`src/rtl/lsu_pkg.sv`:
```
// Shared definitions for the load/store unit: access-size encoding, FSM states,
// and the alignment rule used when LSU_MISALIGN_CHECK_EN is defined.
package lsu_pkg;

   localparam logic [1:0] SIZE_B = 2'b00;
   localparam logic [1:0] SIZE_H = 2'b01;
   localparam logic [1:0] SIZE_W = 2'b10;

   typedef enum logic [2:0] {
      IDLE,
      RD,
      DATA,
      WR
`ifdef LSU_MISALIGN_CHECK_EN
      , ERR
`endif
   } lsu_state_e;

   // Size 2'b11 behaves as a word.
   function automatic logic is_misaligned(input logic [1:0] size, input logic [1:0] addr_lo);
      logic bad;
      bad = 1'b0;
      if (size == SIZE_H) begin
         bad = addr_lo[0];
      end else if (size[1]) begin
         bad = (addr_lo != 2'b00);
      end
      return bad;
   endfunction

endpackage

```
`src/rtl/mem_lsu_lane.sv`:
```
// Combinational lane logic: extracts and extends load data from a memory word,
// and merges sub-word store data into the word read back from memory.
module mem_lsu_lane
   import lsu_pkg::*;
(
   input  logic [1:0]  size_i,
   input  logic        unsigned_i,
   input  logic [1:0]  addr_lo_i,
   input  logic [31:0] rdata_i,
   input  logic [31:0] wdata_i,
   output logic [31:0] load_data_o,
   output logic [31:0] store_data_o
);

   logic [7:0]  byte_sel;
   logic [15:0] half_sel;

   always_comb begin
      byte_sel     = rdata_i[{addr_lo_i, 3'b000} +: 8];
      half_sel     = rdata_i[{addr_lo_i[1], 4'b0000} +: 16];
      load_data_o  = rdata_i;
      store_data_o = rdata_i;
      case (size_i)
         SIZE_B: begin
            load_data_o = {{24{~unsigned_i & byte_sel[7]}}, byte_sel};
            store_data_o[{addr_lo_i, 3'b000} +: 8] = wdata_i[7:0];
         end
         SIZE_H: begin
            load_data_o = {{16{~unsigned_i & half_sel[15]}}, half_sel};
            store_data_o[{addr_lo_i[1], 4'b0000} +: 16] = wdata_i[15:0];
         end
         default: begin
            load_data_o  = rdata_i;
            store_data_o = wdata_i;
         end
      endcase
   end

endmodule

```
`src/rtl/mem_lsu.sv`:
```
// Load/store unit in front of a word-wide memory with 1-cycle read latency.
// Sub-word stores are read-modify-write. Optional macro: LSU_MISALIGN_CHECK_EN.
module mem_lsu
   import lsu_pkg::*;
(
   input  logic        clk_i,
   input  logic        rst_ni,
   input  logic        req_valid_i,
   output logic        req_ready_o,
   input  logic        req_we_i,
   input  logic [1:0]  req_size_i,
   input  logic        req_unsigned_i,
   input  logic [31:0] req_addr_i,
   input  logic [31:0] req_wdata_i,
   output logic        rsp_valid_o,
   output logic [31:0] rsp_rdata_o,
   output logic        rsp_misaligned_o,
   output logic [31:0] mem_addr_r_o,
   input  logic [31:0] mem_data_r_i,
   output logic        mem_wr_en_o,
   output logic [31:0] mem_addr_w_o,
   output logic [31:0] mem_data_w_o
);

   lsu_state_e  state_q, state_d;
   logic        we_q, we_d;
   logic [1:0]  size_q, size_d;
   logic        uns_q, uns_d;
   logic [31:0] addr_q, addr_d;
   logic [31:0] wdata_q, wdata_d;

   logic [31:0] lane_load;
   logic [31:0] lane_store;
   logic        req_err;

   mem_lsu_lane u_lane (
      .size_i       (size_q),
      .unsigned_i   (uns_q),
      .addr_lo_i    (addr_q[1:0]),
      .rdata_i      (mem_data_r_i),
      .wdata_i      (wdata_q),
      .load_data_o  (lane_load),
      .store_data_o (lane_store)
   );

`ifdef LSU_MISALIGN_CHECK_EN
   assign req_err = is_misaligned(req_size_i, req_addr_i[1:0]);
`else
   assign req_err = 1'b0;
`endif

   assign mem_addr_r_o = {addr_q[31:2], 2'b00};
   assign mem_addr_w_o = {addr_q[31:2], 2'b00};

   always_comb begin
      state_d          = state_q;
      we_d             = we_q;
      size_d           = size_q;
      uns_d            = uns_q;
      addr_d           = addr_q;
      wdata_d          = wdata_q;
      req_ready_o      = 1'b0;
      rsp_valid_o      = 1'b0;
      rsp_rdata_o      = '0;
      rsp_misaligned_o = 1'b0;
      mem_wr_en_o      = 1'b0;
      mem_data_w_o     = '0;

      case (state_q)
         IDLE: begin
            req_ready_o = 1'b1;
            if (req_valid_i) begin
               we_d    = req_we_i;
               size_d  = req_size_i;
               uns_d   = req_unsigned_i;
               addr_d  = req_addr_i;
               wdata_d = req_wdata_i;
`ifdef LSU_MISALIGN_CHECK_EN
               if (req_err) begin
                  state_d = ERR;
               end else
`endif
               if (req_we_i && req_size_i[1]) begin
                  state_d = WR;
               end else begin
                  state_d = RD;
               end
            end
         end
         RD: begin
            state_d = DATA;
         end
         // Read data for the addressed word is valid here; stores merge and write back.
         DATA: begin
            rsp_valid_o = 1'b1;
            if (we_q) begin
               mem_wr_en_o  = 1'b1;
               mem_data_w_o = lane_store;
            end else begin
               rsp_rdata_o = lane_load;
            end
            state_d = IDLE;
         end
         WR: begin
            rsp_valid_o  = 1'b1;
            mem_wr_en_o  = 1'b1;
            mem_data_w_o = wdata_q;
            state_d      = IDLE;
         end
`ifdef LSU_MISALIGN_CHECK_EN
         ERR: begin
            rsp_valid_o      = 1'b1;
            rsp_misaligned_o = 1'b1;
            state_d          = IDLE;
         end
`endif
         default: begin
            state_d = IDLE;
         end
      endcase
   end

   always_ff @(posedge clk_i or negedge rst_ni) begin
      if (!rst_ni) begin
         state_q <= IDLE;
         we_q    <= 1'b0;
         size_q  <= '0;
         uns_q   <= 1'b0;
         addr_q  <= '0;
         wdata_q <= '0;
      end else begin
         state_q <= state_d;
         we_q    <= we_d;
         size_q  <= size_d;
         uns_q   <= uns_d;
         addr_q  <= addr_d;
         wdata_q <= wdata_d;
      end
   end

   // req_err is only consumed when the alignment check is built in.
   logic unused_err;
   assign unused_err = req_err;

endmodule

```
`config.mk`:
```
export PLATFORM = sky130hd
export DESIGN_NAME = mem_lsu
export DESIGN_NICKNAME = d
export VERILOG_FILES = /design/src/rtl/lsu_pkg.sv /design/src/rtl/mem_lsu_lane.sv /design/src/rtl/mem_lsu.sv
export SDC_FILE = /design/constraint.sdc
export NUM_CORES = 1
export LEC_CHECK = 0
export CAP_MARGIN = 5
export CORE_MARGIN = 2
export CORE_UTILIZATION = 38
export CTS_CLUSTER_DIAMETER = 60
export CTS_CLUSTER_SIZE = 20
export DETAILED_ROUTE_END_ITERATION = 16
export PLACE_DENSITY = 0.77
export SKIP_CTS_REPAIR_TIMING = 1
export SLEW_MARGIN = 20
export SYNTH_ARGS = -nofsm -noshare
export SYNTH_HDL_FRONTEND = slang
export SYNTH_SLANG_ARGS = --single-unit
```
`constraint.sdc`:
```
create_clock -name clk_i -period 2.82 [get_ports clk_i]
set_clock_uncertainty 0.05 [all_clocks]
set_input_delay 0.423 -clock clk_i [delete_from_list [all_inputs] [get_ports clk_i]]
set_output_delay 0.423 -clock clk_i [all_outputs]
set_load 0.005 [all_outputs]
```
==> results_dict.tcl <==
set metrics [dict create \
    synth_top_family_by_area "multiplexers" \
    drt_wl_total_um 18500 \
    die-area_um2 14500 \
    finalSetupViolCount 2 \
    die_x_um 120 \
    ys_ff_latch 70 \
    nets 856 \
    finalWeightedCongestion 0.922 \
    critPathKind "reg -> out" \
    layout-drive-gt1-share_pct 27.9 \
    insertion_delay_ps 330 \
    period_share_pct 103 \
    ant_nets 0 \
    cts_tree "yes" \
    synth_top_area_share_pct 34.1 \
    r2r_start "state_q[1]" \
    synth-compound-area-share_pct 18.7 \
    vias_per_cell 5.53 \
    htreeDepth 3 \
    grt_pass1_vias 5006 \
    ys_async_sr_fraction_pct 100 \
    yosys.area_share.xor_xnor_pct 0 \
    cts_buffer_depth 2 \
    hold_viol 0 \
    worst_pin_slew_ps 873 \
    synth_area_um2 5140 \
    synthMuxAreaShare_pct 21.2 \
    cts_sinks 70 \
    crit_required_ps 2350 \
    max-vdd-ir-drop_uv 459 \
    outcome "finished with violations" \
    design_area_um2 8270 \
    syn_area_per_cell_um2 9.65 \
    yosys.area_share.simple_pct 11.5 \
    synthAdderAreaFrac_pct 1.22 \
    r2r.worst_path.cells 4 \
    rsz0062_at_grt "yes" \
    drtPass1Iterations 5 \
    worstPathMaxFanout 6 \
    critPathLaunchType "register" \
    fin_tns_setup_ps -118 \
    drc 0 \
    synth_edf_count 0 \
    antenna_found_initial 0 \
    start_util_pct 38.8 \
    fp.dieH_um 120 \
    yosysSeqAreaShare_pct 34.1 \
    grt_start_max_net_pins 71 \
    ios 235 \
    drv_cap 0 \
    min_path_type "in -> async" \
    drt_iter0_drc 462 \
    critPathLaunch "addr_q[0]" \
    coreArea_um2 13200 \
    port_buffers 229 \
    netlist_instances 532 \
    synthTopCellsByArea "dfrtp_1 (34%), mux2_2 (14%), buf_4 (9.8%), nand2_1 (4.2%), mux2i_1 (3.9%)" \
    r2r_setup_slack_ps 990 \
    place_hpwl_um 13800 \
    fmax_mhz 344 \
    vias 5135 \
    pwr_density_cell_nw_per_um2 702 \
    violations "negative setup slack" \
    ys_warn_count 0 \
    synth_top_area_cell "dfrtp_1" \
    rows 42 \
    cts_buffers 9 \
    cp_data_arrival_time_ps 2440 \
    wl_per_cell_um 20.0 \
    ys.flop_type "dfrtp_1" \
    setup_ws_ps -89.7 \
    dpl_cell_area_um2 7390 \
    root_buffer "clkbuf_16" \
    drv_slew 0 \
    max_slew_margin_pct 41.8 \
    syn_to_final_growth_pct 61.0 \
    grt_overflow 0 \
    antenna-diode-count 0 \
    setup.worst_path.end "mem_data_w_o[10]" \
    cts.clk_slew.worst_paths_ps 50 \
    end_kind "primary output" \
    r2r_end "addr_q[9]" \
    grt_pass1_wl_um 27200 \
    min_period_ps 2910 \
    grt_use_total_pct 23.9 \
    power_leakage_nw 4.28 \
    synth_cell_type_count 49 \
]
-- power by group --
group	total (mW)	internal, mW	leakage, nW	switching, mW
Combinational	2.90	1.68	3.30	1.22
Sequential	1.65	1.31	0.819	0.347
Clock	1.25	0.845	0.166	0.409
Total	5.81	3.83	4.28	1.97
-- state kept, by name, summed over array words and instances (netlist names) --
signal and count:
addr_q 32, wdata_q 32, size_q 2, state_q 2, uns_q 1, we_q 1
-- layout by cell type, fill, tap and decap left out, drive strengths merged, types with 3 or more instances in the layout --
master	instances
clkdlybuf4s50	167
dfrtp	70
buf	69
mux2	63
nand2	57
dlymetal6s2s	55
o21ai	28
nor2	28
mux2i	20
a21oi	20
clkbuf	20
nor2b	16
a22oi	14
o221ai	13
inv	10
nand3	9
mux4	8
o221a	8
o22ai	8
a211oi	8
a221o	7
o21a	7
conb	5
ha	5
a221oi	4
a21o	4
o32ai	4
nand2b	3
a2111oi	3
-- worst min path at each step --
stage | from | cells after the start | to | slack [ps]
after global placement | wdata_q[21] | 1 | wdata_q[21] | 450
after CTS | rst_ni | 1 | addr_q[17] | 200
after global routing | rst_ni | 1 | addr_q[15] | 250
after detailed placement | wdata_q[27] | 1 | wdata_q[27] | 450
final | rst_ni | 1 | addr_q[17] | 160
after floorplan | rst_ni | 0 | addr_q[0] | 80
-- stage by stage --
| step | total power, mW | hold WS (ps) | setup WS, ps | cells | utilization [%] |
|---|---|---|---|---|---|
| final | 5.81 | 158 | -89.7 | 929 | 62.5 |
| after global routing | 6.10 | 247 | -189 | 929 | 62.5 |
| after CTS | 5.57 | 196 | -564 | 906 | 58.4 |
| after detailed placement | 4.28 | 447 | -184 | 890 | 55.8 |
| after global placement | 4.21 | 447 | -99.2 | 890 | 55.8 |
| after floorplan | 3.14 | 77.4 | 127 | 536 | - |
-- worst max-delay path, cell delays in order (launching register included) --
cell,delay [ps]
dfrtp_1,390
inv_2,100
buf_4,130
ha_4,150
buf_4,120
and4b_2,280
a22oi_1,150
nor2_1,60
a221o_1,270
clkdlybuf4s50_1,450
-- logic make-up after synthesis --
| logic type | count (synthesis) |
|---|---|
| AOI/OAI and AO/OA | 133 |
| adders and majority gates | 5 |
| buffers and inverters | 107 |
| DFF | 70 |
| muxes | 91 |
| other | 1 |
| and+or+nand+nor | 125 |
-- layer usage --
layer / up-vias / wire length (um) / GRT usage (%)
met3: 14 / 1820 / 5.52
met4: 0 / 181 / 5.67
met2: 285 / 9320 / 41.1
met5: - / 0 / 0
met1: 2517 / 7220 / 30.5
li1: 2319 / - / -
-- cell usage after synthesis, drive strengths merged, types with 7 or more instances --
| master | count |
|---|---|
| nor2 | 28 |
| mux2i | 20 |
| nand2 | 57 |
| o221ai | 13 |
| dfrtp | 70 |
| inv | 9 |
| nand3 | 9 |
| o21ai | 28 |
| a221o | 7 |
| buf | 86 |
| o22ai | 8 |
| o21a | 7 |
| a22oi | 14 |
| mux4 | 8 |
| clkbuf | 11 |
| mux2 | 63 |
| nor2b | 16 |
| a21oi | 20 |
| a211oi | 8 |
| o221a | 8 |
-- final cells by class --
class / instances / area (um^2)
fill: 1077 / 4970
timing repair buffer: 298 / 3000
tap: 176 / 220
multi-input combinational: 359 / 2920
clock buffer: 13 / 270
sequential: 70 / 1760
clock inverter: 3 / 65.1
inverter: 10 / 40.0
(Power assumes the default switching activity.)
